===== src/rtl/cfg_defs.sv =====
// Shared definitions for the fabric configuration loader: state encodings and
// default geometry of the serial configuration frame.
package cfg_defs;

  localparam int             CFG_W_DEF        = 116;
  localparam int             SYNC_W_DEF       = 8;
  localparam logic [7:0]     SYNC_WORD_DEF    = 8'hA5;
  localparam int             SYNC_TIMEOUT_DEF = 64;

  localparam logic [2:0] ST_IDLE   = 3'd0;
  localparam logic [2:0] ST_SYNC   = 3'd1;
  localparam logic [2:0] ST_LOAD   = 3'd2;
  localparam logic [2:0] ST_PARITY = 3'd3;
  localparam logic [2:0] ST_CHECK  = 3'd4;
  localparam logic [2:0] ST_DONE   = 3'd5;
  localparam logic [2:0] ST_ERROR  = 3'd6;

  typedef enum logic [2:0] {
    IDLE   = ST_IDLE,
    SYNC   = ST_SYNC,
    LOAD   = ST_LOAD,
    PARITY = ST_PARITY,
    CHECK  = ST_CHECK,
    DONE   = ST_DONE,
    ERROR  = ST_ERROR
  } state_t;

endpackage


===== src/rtl/cfg_sync_detect.sv =====
// Sync-pattern hunter: shifts candidate bits, counts them, and flags a match or
// a search timeout based on the values the current bit would produce.
module cfg_sync_detect #(
  parameter int              SYNC_W       = 8,
  parameter logic [SYNC_W-1:0] SYNC_WORD  = 8'hA5,
  parameter int              SYNC_TIMEOUT = 64,
  localparam int             CNT_W        = $clog2(SYNC_TIMEOUT + 1)
) (
  input  logic clk,
  input  logic reset,
  input  logic clear,
  input  logic enable,
  input  logic bit_in,
  output logic match,
  output logic timeout
);

  logic [SYNC_W-1:0] sr_reg, sr_next;
  logic [CNT_W-1:0]  cnt_reg, cnt_next;

  // Flags look at the post-shift values so the FSM can leave SYNC on the same edge.
  always_comb begin
    sr_next  = {sr_reg[SYNC_W-2:0], bit_in};
    cnt_next = cnt_reg + CNT_W'(1);
    match    = enable && (sr_next == SYNC_WORD) && (cnt_next >= CNT_W'(SYNC_W));
    timeout  = enable && (cnt_next == CNT_W'(SYNC_TIMEOUT));
  end

  always_ff @(posedge clk or negedge reset) begin
    if (!reset) begin
      sr_reg  <= '0;
      cnt_reg <= '0;
    end else if (clear) begin
      sr_reg  <= '0;
      cnt_reg <= '0;
    end else if (enable) begin
      sr_reg  <= sr_next;
      cnt_reg <= cnt_next;
    end
  end

endmodule


===== src/rtl/cfg_loader.sv =====
// Serial configuration loader: hunts for the sync word, shifts in the payload
// and parity bit, and commits the word to the fabric only when parity is even.
module cfg_loader
  import cfg_defs::*;
#(
  parameter int                CFG_W        = CFG_W_DEF,
  parameter int                SYNC_W       = SYNC_W_DEF,
  parameter logic [SYNC_W-1:0] SYNC_WORD    = SYNC_WORD_DEF,
  parameter int                SYNC_TIMEOUT = SYNC_TIMEOUT_DEF
) (
  input  logic             clk,
  input  logic             reset,
  input  logic             start,
  input  logic             cfg_bit,
  input  logic             cfg_valid,
  output logic             cfg_ready,
  output logic [CFG_W-1:0] bitstream,
  output logic             fabric_en,
  output logic             cfg_done,
  output logic             cfg_err
);

  localparam int LCNT_W = $clog2(CFG_W);

  state_t             state_reg, state_next;
  logic [CFG_W-1:0]   shadow_reg, shadow_next;
  logic [CFG_W-1:0]   bitstream_reg, bitstream_next;
  logic [LCNT_W-1:0]  lcnt_reg, lcnt_next;
  logic               pacc_reg, pacc_next;
  logic               pbit_reg, pbit_next;
  logic               done_reg, done_next;
  logic               err_reg, err_next;
  logic               fen_reg, fen_next;

  logic accept;
  logic start_ok;
  logic sync_en;
  logic sync_match;
  logic sync_timeout;

  assign cfg_ready = (state_reg == SYNC) || (state_reg == LOAD) || (state_reg == PARITY);
  assign accept    = cfg_valid && cfg_ready;
  assign start_ok  = start && ((state_reg == IDLE) || (state_reg == DONE) || (state_reg == ERROR));
  assign sync_en   = (state_reg == SYNC) && accept;

  cfg_sync_detect #(
    .SYNC_W       (SYNC_W),
    .SYNC_WORD    (SYNC_WORD),
    .SYNC_TIMEOUT (SYNC_TIMEOUT)
  ) u_sync (
    .clk     (clk),
    .reset   (reset),
    .clear   (start_ok),
    .enable  (sync_en),
    .bit_in  (cfg_bit),
    .match   (sync_match),
    .timeout (sync_timeout)
  );

  always_comb begin
    state_next     = state_reg;
    shadow_next    = shadow_reg;
    bitstream_next = bitstream_reg;
    lcnt_next      = lcnt_reg;
    pacc_next      = pacc_reg;
    pbit_next      = pbit_reg;
    done_next      = done_reg;
    err_next       = err_reg;
    fen_next       = fen_reg;

    case (state_reg)
      IDLE, DONE, ERROR: begin
        if (start) begin
          state_next = SYNC;
          done_next  = 1'b0;
          err_next   = 1'b0;
          fen_next   = 1'b0;
          lcnt_next  = '0;
          pacc_next  = 1'b0;
        end
      end
      SYNC: begin
        if (sync_match) begin
          state_next = LOAD;
        end else if (sync_timeout) begin
          state_next = ERROR;
          err_next   = 1'b1;
        end
      end
      LOAD: begin
        if (accept) begin
          shadow_next = {shadow_reg[CFG_W-2:0], cfg_bit};
          pacc_next   = pacc_reg ^ cfg_bit;
          if (lcnt_reg == LCNT_W'(CFG_W - 1)) begin
            lcnt_next  = '0;
            state_next = PARITY;
          end else begin
            lcnt_next = lcnt_reg + LCNT_W'(1);
          end
        end
      end
      PARITY: begin
        if (accept) begin
          pbit_next  = cfg_bit;
          state_next = CHECK;
        end
      end
      CHECK: begin
        // Even parity over payload plus parity bit is the only path that touches bitstream.
        if ((pacc_reg ^ pbit_reg) == 1'b0) begin
          bitstream_next = shadow_reg;
          done_next      = 1'b1;
          fen_next       = 1'b1;
          state_next     = DONE;
        end else begin
          err_next   = 1'b1;
          state_next = ERROR;
        end
      end
      default: state_next = IDLE;
    endcase
  end

  always_ff @(posedge clk or negedge reset) begin
    if (!reset) begin
      state_reg     <= IDLE;
      shadow_reg    <= '0;
      bitstream_reg <= '0;
      lcnt_reg      <= '0;
      pacc_reg      <= 1'b0;
      pbit_reg      <= 1'b0;
      done_reg      <= 1'b0;
      err_reg       <= 1'b0;
      fen_reg       <= 1'b0;
    end else begin
      state_reg     <= state_next;
      shadow_reg    <= shadow_next;
      bitstream_reg <= bitstream_next;
      lcnt_reg      <= lcnt_next;
      pacc_reg      <= pacc_next;
      pbit_reg      <= pbit_next;
      done_reg      <= done_next;
      err_reg       <= err_next;
      fen_reg       <= fen_next;
    end
  end

  assign bitstream = bitstream_reg;
  assign cfg_done  = done_reg;
  assign cfg_err   = err_reg;
  assign fabric_en = fen_reg;

endmodule


===== config.mk =====
export PLATFORM = sky130hd
export DESIGN_NAME = cfg_loader
export DESIGN_NICKNAME = d
export VERILOG_FILES = /design/src/rtl/cfg_defs.sv /design/src/rtl/cfg_sync_detect.sv /design/src/rtl/cfg_loader.sv
export SDC_FILE = /design/constraint.sdc
export NUM_CORES = 1
export LEC_CHECK = 0
export CORE_MARGIN = 5
export CORE_UTILIZATION = 55
export CTS_BUF_LIST = sky130_fd_sc_hd__clkbuf_8
export DETAILED_ROUTE_END_ITERATION = 10
export PLACE_DENSITY = 0.89
export SKIP_LAST_GASP = 1
export SYNTH_ARGS = -nofsm -noshare
export SYNTH_HDL_FRONTEND = slang
export SYNTH_SLANG_ARGS = --single-unit

===== constraint.sdc =====
create_clock -name clk -period 3.5 [get_ports clk]
set_input_delay 1.05 -clock clk [delete_from_list [all_inputs] [get_ports clk]]
set_output_delay 1.05 -clock clk [all_outputs]
set_load 0.02 [all_outputs]

==> flow_summary.toml, run 1 <==
[outcome]
status = "finished clean"

[layout]
syn2layout_area_growth_pct = 23.6
instances_no_fill = 1314
drive_gt1_share_pct = 19.4
n_antenna_cell = 0
fill_cells = 1272
finalNetCount = 1060

[sta]
hold_viol = 0
setup_violations = 0
fin_ws_ns = 0.329
fin_skew_ns = 0.0230
final.setup.tns_ns = 0
finalCritPeriodShare_pct = 90.6
fin_crit_ns = 3.17
maxSlewViolCount = 0
rsz0062_at_grt = "false"
relSlewSlack_pct = 48.3
max_slew.worst_pin.slew_ns = 0.774
max_freq_ghz = 0.315

[floorplanning]
start_util_pct = 56.3
rows = 49
die-area_um2 = 21400
fp.dieW_um = 146
core_area_um2 = 18100
pin_count = 125
die_height_um = 146

[yosys]
ys_seq_area_share_pct = 63.6
synth_warnings = 0
syn_area_um2 = 10200
ys_ff_latch = 260
synthDistinctLibCells = 46
synth_nets = 926
avgSynthCellArea_um2 = 11.1
syn_inst = 918

[placement]
pre_cts_ws_ns = 0.623
gp_congestion = 0.761
dp_cells = 1237
hpwl_um = 12900
io_buffers = 124

[drt]
antenna_left = 0
drt_first_pass_iters = 4
drc = 0
routed_wl_um = 20300
wire_per_inst_um = 15.4
vias = 6899
viasPerCell = 5.25
drtIter0Drc = 363

[clock_network]
path_clk_slew_ns = 0.06
cts_root_buf = "clkbuf_8"
numCtsBuffers = 42
insertion_delay_ns = 0.53
cts_tree = "yes"
hold_buffers = 0
cts_setup_buffers = 0
clock_path_buffers = 3
cts_sinks = 260
cts_resized = 0
htreeDepth = 2

[setup_path]
start_kind = "flop"
cp_data_arrival_time_ns = 2.12
reg2reg_to = "bitstream[17]"
required_ns = 2.45
rrSetupSlack_ns = 1.05
worst_r2r_path_depth = 5
worstSetupPathType = "reg -> out"
end_kind = "output port"
crit_path_max_fanout = 20
rr_startpoint = "state_reg[0]"

[grt]
grt_pass1_vias = 7061
gr-total-overflow = 0
antenna_found_initial = 0
grt_pass1_wl_um = 35100
grt_usage_pct = 19.4
grt_max_degree = 79

[power]
p_per_area_nw_per_um2 = 566
power.leakage_nw = 6.61
peakVddDrop_uv = 301
power_mw = 7.15

[run]
drv_cap = 0

[min_path]
hp-class = "reg -> reg"
hold_start = "shadow_reg[107]"
min_to = "shadow_reg[108]"
worstHoldPathCells = 2
per-stage QoR:
step	util (%)	cell area, um^2	hold WS (ns)
after global placement	64.7	11700	0.464
after global routing	69.7	12600	0.512
after detailed placement	64.7	11700	0.473
after CTS	69.7	12600	0.489
after floorplan	-	10200	0.442
final	69.7	12600	0.486
how the worst max path moves through the flow:
stage | startpoint | end | cells after the start
finish | state_reg[1] | cfg_ready | 3
global route | state_reg[1] | cfg_ready | 3
CTS | state_reg[1] | cfg_ready | 3
detailed placement | cfg_valid | shadow_reg[36] | 5
global placement | cfg_valid | shadow_reg[0] | 4
floorplan | cfg_valid | shadow_reg[105] | 7
synth_stat cells, drive strengths merged:
cell type	n	area, um^2
a21boi	1	7.51
a21o	1	7.51
a21oi	17	85.1
a221o	1	10.0
a221oi	1	15.0
a311oi	1	8.76
and3	2	13.8
and3b	1	8.76
and4	2	17.5
buf	31	159
clkbuf	18	67.6
dfrtp	260	6510
ha	3	37.5
inv	3	11.3
maj3	1	10.0
mux2	116	1310
mux2i	1	10.0
nand2	380	1430
nand2b	3	18.8
nand3	5	35.0
nand3b	1	7.51
nand4	4	25.0
nand4b	1	8.76
nor2	18	67.6
nor2b	3	18.8
nor3	5	25.0
nor3b	1	7.51
nor4bb	2	20.0
o2111ai	2	17.5
o211ai	2	15.0
o21ai	7	35.0
o21bai	2	15.0
o221ai	1	8.76
o22a	1	8.76
o311a	1	10.0
o31ai	1	7.51
o32a	1	10.0
or3	1	7.51
or4b	2	23.8
xnor2	4	35.0
xor2	10	87.6
cell type report:
| type | instances | area (um^2) | share of cell area [%] |
|---|---|---|---|
| flip-flops and latches | 260 | 6510 | 51.5 |
| repair buffers | 139 | 1430 | 11.3 |
| multi-input cells | 606 | 3500 | 27.7 |
| well taps | 229 | 287 | 2.27 |
| inverters | 3 | 11.3 | 0.0891 |
| clock buffers | 54 | 743 | 5.88 |
| clock inverters | 23 | 158 | 1.25 |
where the power goes:
part           total [mW]  switching, mW  internal (mW)
combinational        1.11          0.666          0.447
sequential           3.33          0.184           3.14
clock                2.71           1.17           1.54
total                7.15           2.02           5.13
cells in the final DEF (no fill, tap or decap), types with 4 or more instances in the layout:
cell,count
a21oi_1,17
buf_12,6
buf_4,9
clkbuf_8,54
clkdlybuf4s50_1,123
clkinv_2,12
dfrtp_1,260
inv_1,11
mux2_2,116
nand2_1,379
nand4_1,4
nor2_1,18
nor3_1,5
o21ai_0,7
xnor2_1,4
xor2_1,10
layer usage:
metal  share of wire, %  up-vias  wire length (um)  GRT usage (%)
met5                  0        -                 0              0
met4                1.7        0               353           5.88
met3                5.1       34              1030           4.46
met2                 49      159              9900           31.0
met1                 44     3438              9020           27.0
li1                   -     3268                 -              -
critical path, stage by stage (launching register included):
cell             delay, ns
dfrtp_1               0.70
o21bai_1              0.21
inv_1                 0.08
clkdlybuf4s50_1       0.60
cell families (layout without fill, tap and decap cells):
kind of cell,count (synthesis),after routing,synth area share (%)
multiplexers,117,117,12.9
XOR/XNOR,14,14,1.20
AND/OR/NAND/NOR,431,431,16.9
flip-flops,260,260,63.6
adder cells (fa/ha/maj),4,4,0.465
buffers and inverters,52,219,2.33
AO/OA/AOI/OAI,40,40,2.56
(Power assumes the default switching activity.)
==> run 2, diff against run 1 <==
Settings changed: CORE_UTILIZATION 55 to 50, GPL_ROUTABILITY_DRIVEN set to 0, PLACE_DENSITY 0.89 to 0.83, SETUP_SLACK_MARGIN set to 0.02.
==> flow_summary.toml, run 2 (synthesis results as in run 1) <==
[clock_network]
cts_setup_buffers = 0
cts_resized = 0
numCtsBuffers = 42
clock_path_buffers = 3
insertion_delay_ns = 0.53
cts_tree = "yes"
hold_buffers = 0
cts_root_buf = "clkbuf_8"
htreeDepth = 2
cts_sinks = 260
path_clk_slew_ns = 0.06

[setup_path]
crit_cells = 3
end_kind = "output port"
worst_r2r_path_depth = 5
crit_chain = "o21bai_1 -> inv_1 -> clkdlybuf4s50_1"
critical_path.slowest_cell = "dfrtp_1"
critical_path.startpoint = "state_reg[1]"
worstSetupPathType = "reg -> out"
cp_data_arrival_time_ns = 2.11
start_kind = "flop"
path_buf_inv = 2
rrSetupSlack_ns = 1.19
crit_path_end = "cfg_ready"
slowest_delay_ns = 0.68
required_ns = 2.45
rr_startpoint = "state_reg[0]"
reg2reg_to = "bitstream[61]"
cpLargestDelayFamily = "buffers and inverters"
crit_path_max_fanout = 20

[layout]
final_common_cell = "nand2_1"
n_antenna_cell = 0
final_cell_mix = "nand2_1, dfrtp_1, clkdlybuf4s50_1"
fill_cells = 1589
drive_gt1_share_pct = 17.9
finalNetCount = 1059
syn2layout_area_growth_pct = 23.0

[grt]
grt_pass1_vias = 7109
gr-total-overflow = 0
grt_usage_pct = 18.0
grt_max_degree = 92
antenna_found_initial = 0
grt_pass1_wl_um = 35600

[floorplanning]
fp.dieW_um = 153
rows = 52
die-area_um2 = 23400
start_util_pct = 50.7
pin_count = 125
core_area_um2 = 20200
die_height_um = 153

[drt]
viasPerCell = 5.07
drtIter0Drc = 370
vias = 6828
antenna_left = 0
drc = 0
routed_wl_um = 20400
wire_per_inst_um = 15.1
drt_first_pass_iters = 5

[sta]
fin_skew_ns = 0.0149
holdWs_ns = 0.480
relSlewSlack_pct = 61.3
final.setup.tns_ns = 0
setup_violations = 0
finalCritPeriodShare_pct = 90.3
maxSlewViolCount = 0
max_slew.worst_pin.slew_ns = 0.581
fin_crit_ns = 3.16
max_freq_ghz = 0.316
hold_viol = 0
rsz0062_at_grt = "false"

[placement]
hpwl_um = 12800
io_buffers = 124

[power]
p_per_area_nw_per_um2 = 550
peakVddDrop_uv = 296
power.leakage_nw = 6.56

[outcome]
status = "finished clean"

[min_path]
hp-class = "reg -> reg"

[run]
drv_cap = 0
==> run 2: per-layer routing <==
layer / routed length (um) / global-route usage, %
met5: 0 / 0
met4: 363 / 5.13
met3: 1190 / 4.95
met2: 9500 / 28.3
met1: 9300 / 24.9
==> run 2: through the flow <==
stage	utilization (%)	instance area [um^2]	setup WS [ns]	power, mW	cells
after detailed placement	58.4	11800	0.658	4.50	1277
after global placement	58.4	11800	0.713	4.47	1277
after global routing	62.4	12600	0.155	7.29	1347
final	62.4	12600	0.339	6.91	1347
after floorplan	-	10200	1.18	4.11	918
after CTS	62.4	12600	0.306	7.01	1347
==> run 2: worst min-delay path by stage <==
| stage | cells after the start | startpoint | end | slack (ns) |
|---|---|---|---|---|
| 2_1_floorplan | 2 | shadow_reg[115] | shadow_reg[115] | 0.44 |
| 3_3_place_gp | 2 | shadow_reg[115] | shadow_reg[115] | 0.46 |
| 3_5_place_dp | 2 | shadow_reg[115] | shadow_reg[115] | 0.47 |
| 4_1_cts | 1 | reset | bitstream[103] | 0.47 |
| 5_1_grt | 1 | reset | shadow_reg[45] | 0.50 |
| 6_report | 2 | shadow_reg[113] | shadow_reg[114] | 0.48 |
==> run 2: final cells by class <==
class                   instances  area [um^2]  area share (%)
multi-input cells             606         3500            27.8
inverters                       3         11.3          0.0895
clock inverters                21          118           0.935
flip-flops and latches        260         6510            51.7
clock buffers                  49          674            5.36
repair buffers                138         1430            11.3
well taps                     270          338            2.69
==> run 2: power breakdown <==
part           leakage [nW]  switching, mW  internal [mW]
Combinational          2.48          0.664          0.444
Sequential             3.61          0.181           3.14
Clock                 0.467           1.14           1.34
Total                  6.56           1.98           4.93
==> run 2: worst register-to-register path, cell delays in order, from the launching register on <==
cell	delay, ns
dfrtp_1	0.67
nand2b_1	0.21
nor2_1	0.10
nand2_4	0.30
buf_4	0.50
mux2_2	0.41
